--- src/rtl/filter_cmd_pkg.sv ---
// rtl/filter_cmd_pkg.sv - shared states, codes, button patterns and decode for the filter command arbiter
package filter_cmd_pkg;

    typedef enum logic [1:0] {
        IDLE = 2'd0,
        PEND = 2'd1,
        HOLD = 2'd2
    } state_t;

    localparam logic [1:0] FILT_BYPASS = 2'd0;
    localparam logic [1:0] FILT_1      = 2'd1;
    localparam logic [1:0] FILT_2      = 2'd2;

    // Buttons are active-low: a single 0 bit marks the pressed button
    localparam logic [2:0] BTN_F1  = 3'b110;
    localparam logic [2:0] BTN_F2  = 3'b101;
    localparam logic [2:0] BTN_BYP = 3'b011;
    localparam logic [2:0] BTN_REL = 3'b111;

    localparam logic [31:0] MAILBOX_ADDR_DEF = 32'd10000;

    typedef struct packed {
        logic       valid;
        logic [1:0] code;
    } cmd_t;

    // Single-button patterns map to a filter code; release and chords do not
    function automatic cmd_t decode_btn(input logic [2:0] pat);
        cmd_t c;
        c.valid = 1'b1;
        c.code  = FILT_BYPASS;
        case (pat)
            BTN_F1:  c.code = FILT_1;
            BTN_F2:  c.code = FILT_2;
            BTN_BYP: c.code = FILT_BYPASS;
            default: c.valid = 1'b0;
        endcase
        return c;
    endfunction

endpackage

--- src/rtl/btn_debounce.sv ---
// rtl/btn_debounce.sv - two-flop button synchronizer with stability counter producing the accepted pattern
module btn_debounce #(
    parameter int DEBOUNCE_CYCLES = 16
) (
    input  logic       i_clk,
    input  logic       i_rst_n,
    input  logic [2:0] i_btn,
    output logic [2:0] o_accepted
);
    import filter_cmd_pkg::*;

    localparam int CW = (DEBOUNCE_CYCLES > 2) ? $clog2(DEBOUNCE_CYCLES) : 1;
    // The cycle that loads the candidate already counts as one stable cycle,
    // so the counter only has to climb to DEBOUNCE_CYCLES-2 before accepting.
    localparam logic [CW-1:0] CNT_LAST = CW'(DEBOUNCE_CYCLES - 2);

    logic [2:0]    r_sync1;
    logic [2:0]    r_sync2;
    logic [2:0]    r_cand;
    logic [2:0]    r_accepted;
    logic [CW-1:0] r_cnt;

    // Synchronize raw buttons, track a candidate, and accept it once stable long enough
    always_ff @(posedge i_clk or negedge i_rst_n) begin
        if (!i_rst_n) begin
            r_sync1    <= BTN_REL;
            r_sync2    <= BTN_REL;
            r_cand     <= BTN_REL;
            r_accepted <= BTN_REL;
            r_cnt      <= '0;
        end else begin
            r_sync1 <= i_btn;
            r_sync2 <= r_sync1;
            if (r_sync2 != r_cand) begin
                r_cand <= r_sync2;
                r_cnt  <= '0;
            end else if (r_cnt == CNT_LAST) begin
                r_accepted <= r_cand;
            end else begin
                r_cnt <= r_cnt + CW'(1);
            end
        end
    end

    assign o_accepted = r_accepted;

endmodule

--- src/rtl/filter_cmd_arbiter.sv ---
// rtl/filter_cmd_arbiter.sv - memory write-port arbiter between CPU and debounced filter buttons (optional FILTER_CMD_STARVE_GUARD_EN)
module filter_cmd_arbiter #(
    parameter int          DEBOUNCE_CYCLES = 16,
    parameter logic [31:0] MAILBOX_ADDR    = 32'd10000,
    parameter int          MAX_WAIT        = 64
) (
    input  logic        i_clk,
    input  logic        i_rst_n,
    input  logic [2:0]  i_btn,
    input  logic        i_cpu_we,
    input  logic [31:0] i_cpu_addr,
    input  logic [31:0] i_cpu_wdata,
    output logic        o_cpu_stall,
    output logic        o_mem_we,
    output logic [31:0] o_mem_addr,
    output logic [31:0] o_mem_wdata,
    output logic [1:0]  o_cmd_code,
    output logic        o_cmd_done
);
    import filter_cmd_pkg::*;

    logic [2:0] w_accepted;
    cmd_t       w_cmd;
    logic       w_grant;
    state_t     r_state;
    state_t     w_state_nxt;
    logic [1:0] r_pend_code;
    logic [1:0] r_cmd_code;
    logic       r_cmd_done;

    btn_debounce #(
        .DEBOUNCE_CYCLES(DEBOUNCE_CYCLES)
    ) u_debounce (
        .i_clk      (i_clk),
        .i_rst_n    (i_rst_n),
        .i_btn      (i_btn),
        .o_accepted (w_accepted)
    );

    assign w_cmd = decode_btn(w_accepted);

`ifdef FILTER_CMD_STARVE_GUARD_EN
    localparam int WW = $clog2(MAX_WAIT + 1);

    logic [WW-1:0] r_wait;
    logic          w_starve;

    assign w_starve    = (r_state == PEND) && (r_wait == WW'(MAX_WAIT));
    assign o_cpu_stall = w_starve && i_cpu_we;
    assign w_grant     = (r_state == PEND) && (!i_cpu_we || w_starve);

    // Count cycles spent waiting in PEND; a grant or leaving PEND clears it
    always_ff @(posedge i_clk or negedge i_rst_n) begin
        if (!i_rst_n) begin
            r_wait <= '0;
        end else if ((r_state != PEND) || w_grant) begin
            r_wait <= '0;
        end else begin
            r_wait <= r_wait + WW'(1);
        end
    end
`else
    logic w_unused_max_wait;

    assign w_unused_max_wait = (MAX_WAIT > 0);
    assign o_cpu_stall       = 1'b0;
    assign w_grant           = (r_state == PEND) && !i_cpu_we;
`endif

    // State register and pending-code latch taken on the IDLE->PEND transition
    always_ff @(posedge i_clk or negedge i_rst_n) begin
        if (!i_rst_n) begin
            r_state     <= IDLE;
            r_pend_code <= FILT_BYPASS;
        end else begin
            r_state <= w_state_nxt;
            if ((r_state == IDLE) && w_cmd.valid) begin
                r_pend_code <= w_cmd.code;
            end
        end
    end

    // Next state: one command per press, re-armed only by a full release
    always_comb begin
        w_state_nxt = r_state;
        case (r_state)
            IDLE:    if (w_cmd.valid) w_state_nxt = PEND;
            PEND:    if (w_grant) w_state_nxt = HOLD;
            HOLD:    if (w_accepted == BTN_REL) w_state_nxt = IDLE;
            default: w_state_nxt = IDLE;
        endcase
    end

    // Record the granted code and pulse done in the following cycle
    always_ff @(posedge i_clk or negedge i_rst_n) begin
        if (!i_rst_n) begin
            r_cmd_code <= FILT_BYPASS;
            r_cmd_done <= 1'b0;
        end else begin
            r_cmd_done <= w_grant;
            if (w_grant) begin
                r_cmd_code <= r_pend_code;
            end
        end
    end

    // Write-port mux: the mailbox write overrides the CPU only when granted
    always_comb begin
        o_mem_we    = i_cpu_we;
        o_mem_addr  = i_cpu_addr;
        o_mem_wdata = i_cpu_wdata;
        if (w_grant) begin
            o_mem_we    = 1'b1;
            o_mem_addr  = MAILBOX_ADDR;
            o_mem_wdata = {30'd0, r_pend_code};
        end
    end

    assign o_cmd_code = r_cmd_code;
    assign o_cmd_done = r_cmd_done;

endmodule

--- config.mk ---
export PLATFORM = sky130hd
export DESIGN_NAME = filter_cmd_arbiter
export DESIGN_NICKNAME = d
export VERILOG_FILES = /design/src/rtl/filter_cmd_pkg.sv /design/src/rtl/btn_debounce.sv /design/src/rtl/filter_cmd_arbiter.sv
export SDC_FILE = /design/constraint.sdc
export NUM_CORES = 1
export LEC_CHECK = 0
export BUFFER_PORTS_ARGS = -buffer_cell sky130_fd_sc_hd__buf_2
export CAP_MARGIN = 20
export CORE_MARGIN = 4
export CORE_UTILIZATION = 36
export CTS_CLUSTER_DIAMETER = 150
export DETAILED_ROUTE_END_ITERATION = 10
export PLACE_DENSITY = 0.87
export SLEW_MARGIN = 20
export SYNTH_ARGS = -nofsm -noshare
export SYNTH_HDL_FRONTEND = slang
export SYNTH_SLANG_ARGS = --single-unit
--- constraint.sdc ---
create_clock -name i_clk -period 1.9 [get_ports i_clk]
set_input_delay 0 -clock i_clk [delete_from_list [all_inputs] [get_ports i_clk]]
set_output_delay 0 -clock i_clk [all_outputs]
set_load 0.05 [all_outputs]
==> flow_summary_export.csv <==
group,metric,value,unit
run_status,status,"completed",
final_layout,drive_gt1_frac,0.558,
power,netSwitchingPower,0.554,mW
die,io_pins,139,
drt,post_drt_wl_per_cell,12.2,µm
worst_setup_path,r2r-start,"u_debounce.r_cnt[0]",
worst_setup_path,cp_max_fo,70,
drt,drt-pass1-iter-count,4,
place,place.gp.congestion,0.790,
synth,yosys_warnings,0,
global_route,grt_usage,0.158,
clock_network,cts_resized,0,
clock_network,clk_latency,260,ps
clock_network,cts_root_buffer,"clkbuf_8",
die,die_width,70.3,µm
drt,vias_per_cell,4.33,
drt,wl,4.02,mm
final_layout,finalInstanceArea,2200,µm²
power,seqPwrFrac,0.392,
clock_network,max-clock-path-buffers,2,
worst_setup_path,cp-start-kind,"flop",
timing,setup_viol,0,
place,post-dp-hpwl,3.27,mm
clock_network,postCtsSetupRepairBufs,0,
hold_path,worstHoldPathCells,3,
worst_setup_path,reg2regPathDepth,5,
synth,syn_inst,148,
timing,hold_viol,0,
die,dieArea,4940,µm²
worst_setup_path,criticalPathCategory,"reg2out",
global_route,grt_max_degree,71,
worst_setup_path,critPathCaptureType,"output port",
clock_network,htreeDepth,1,
timing,rsz0062_at_grt,"false",
final_layout,diodes,0,
die,die_y,70.3,µm
hold_path,min_from,"i_cpu_we",
timing,post-route-min-period,1740,ps
synth,ys_types,31,
clock_network,cts_hold_buf,4,
global_route,grt_pass1_vias,1351,
drt,detail_route.drc_violations,0,
clock_network,cts_tree,"done",
final_layout,nets,356,
power,clkPwrFrac,0.218,
hold_path,hp-class,"in2reg",
timing,period_share,0.916,
global_route,globalRouteOverflowTotal,0,
clock_network,clock-sinks,23,
die,start_util,0.375,
final_layout,synthToLayoutAreaGrowth,57.8,%
worst_setup_path,crit_arrival,1740,ps
power,power_density,624,nW/µm²
clock_network,numCtsBuffers,3,
synth,syn-cell-area,1400,µm²
timing,setup_tns,0,ps
global_route,grt_pass1_wl,6.62,mm
synth,avgSynthCellArea,9.43,µm²
die,fp-row-count,22,
synth,synth_fp_nets,220,
power,p_int,0.821,mW
synth,yosysSeqAreaShare,0.423,
clock_network,clk_pin_slew,80,ps
power,combPwrFrac,0.390,
worst_setup_path,critPathLaunch,"r_state[1]",
die,core,3720,µm²
drt,vias,1433,
place,io_buffers,137,
synth,synth-seq-cells,23,
timing,hold_slack,45.5,ps
drt,initialDrtViolationCount,21,
global_route,antenna_found_initial,0,
place,dpl_cell_area,2110,µm²
timing,finClkSkew,1.57,ps
worst_setup_path,cp_data_required_time,1900,ps
power,p_leak,1.18,nW
power,swShare,0.403,
timing,report.final.slew_viol_count,0,
drt,postRouteAntennaNets,0,
run,maxCapViolCount,0,
timing,timing.fmax,574,MHz
power,ir_drop,0.567,mV
## state kept, by name (all words and copies together), names as in the netlist
name                   cells
o_cmd_code                 2
u_debounce.r_sync1         3
u_debounce.r_cnt           4
r_state                    2
u_debounce.r_sync2         3
u_debounce.o_accepted      3
u_debounce.r_cand          3
o_cmd_done                 1
r_pend_code                2
## through the flow
stage               total power [mW]  worst slack [ps]  std cells   util
floorplan                      0.908               347        148      -
global placement                1.07               345        323  0.569
finish                          1.37               159        331  0.593
CTS                             1.39               144        331  0.593
global route                    1.44              7.78        331  0.593
detailed placement              1.08               298        323  0.569
## cells in the mapped netlist
cell type   n  area (µm²)
conb_1      1        3.75
nor3b_2     1        12.5
nand2_1     5        18.8
xor2_1      5        43.8
nor2_1      3        11.3
a31o_1      1        8.76
nor2b_1    57         357
nand3_4     1        17.5
or3_1       1        6.26
o21ai_1     4        20.0
a211oi_2    1        12.5
a221oi_1    1        8.76
clkbuf_1    3        11.3
inv_1       8        30.0
mux2_1      3        33.8
a21oi_1     2        10.0
ha_1        2        25.0
a31oi_1     2        12.5
o211ai_1    1        7.51
o31ai_1     1        7.51
o2bb2ai_1   1        8.76
nor4_4      1        21.3
xnor2_1     2        17.5
dfrtp_1    11         275
buf_2       7        35.0
nand3_1     2        10.0
buf_4       1        7.51
or2_1       5        31.3
nor3_1      1        5.00
o21ai_0     2        10.0
dfstp_2    12         315
## layer usage
layer	GRT usage	share of wire	vias to the layer above
met4	0.0277	0.0092	0
met3	0.0360	0.085	4
met1	0.196	0.39	620
met5	0	0	-
met2	0.282	0.51	74
li1	-	-	735
## layout make-up
type | count | area [µm²]
Sequential cell | 23 | 591
Clock buffer | 3 | 41.3
Inverter | 8 | 30.0
Timing Repair Buffer | 142 | 746
Tap cell | 48 | 60.1
Multi-Input combinational cell | 106 | 727
Clock inverter | 1 | 7.51
Fill cell | 335 | 1510
## critical path, stage by stage, from the launching register on
cell and delay, ps:
dfrtp_1 470, nor3b_4 260, buf_12 280, nand2_1 110
o21ai_1 80, buf_2 270
## path summary, 6_finish.rpt
check                                                end  slack [ps]
worst min register to register     u_debounce.r_sync2[1]         360
worst max register to register  u_debounce.o_accepted[1]         290
worst min-delay path                          r_state[0]          50
min in group asynchronous            u_debounce.r_cnt[1]         220
max in group asynchronous       u_debounce.o_accepted[0]        1330
worst max-delay path                      o_mem_wdata[1]         160
## power by group through the flow
stage,clock [mW],combinational (mW),sequential [mW]
2_1_floorplan,0,0.349,0.559
3_3_place_gp,0,0.526,0.546
3_5_place_dp,0,0.531,0.548
4_1_cts,0.314,0.539,0.540
5_1_grt,0.332,0.564,0.543
6_report,0.300,0.536,0.539
## cell usage in the layout, fill, tap and decap left out
cell and instances:
o21ai_0 2, o31ai_1 1, o211ai_1 1, dlygate4sd3_1 4, a211oi_2 1, or3_1 1
a31oi_1 2, nor2b_1 57, nor3b_4 1, nor4_4 1, inv_1 8, or2_1 5
nor3_1 1, o2bb2ai_1 1, a21oi_1 2, mux2_1 3, dfstp_2 12, buf_12 1
buf_2 137, ha_1 2, xor2_1 5, clkinvlp_4 1, clkbuf_8 3, conb_1 1
a221oi_1 1, nand2_1 5, o21ai_1 4, nand3_1 2, dfrtp_1 11, nor2_1 3
xnor2_1 2, nand3_4 1, a31o_1 1
## cells by family after synthesis
family	Yosys count	synth area share
flops	23	0.423
mux	3	0.0242
compound gates	16	0.0762
xor+xnor	7	0.0439
other cells	1	0.00269
buf+inv	19	0.0601
fa+ha+maj	2	0.0179
simple gates	77	0.352
Power figures use the tool's default switching activity.
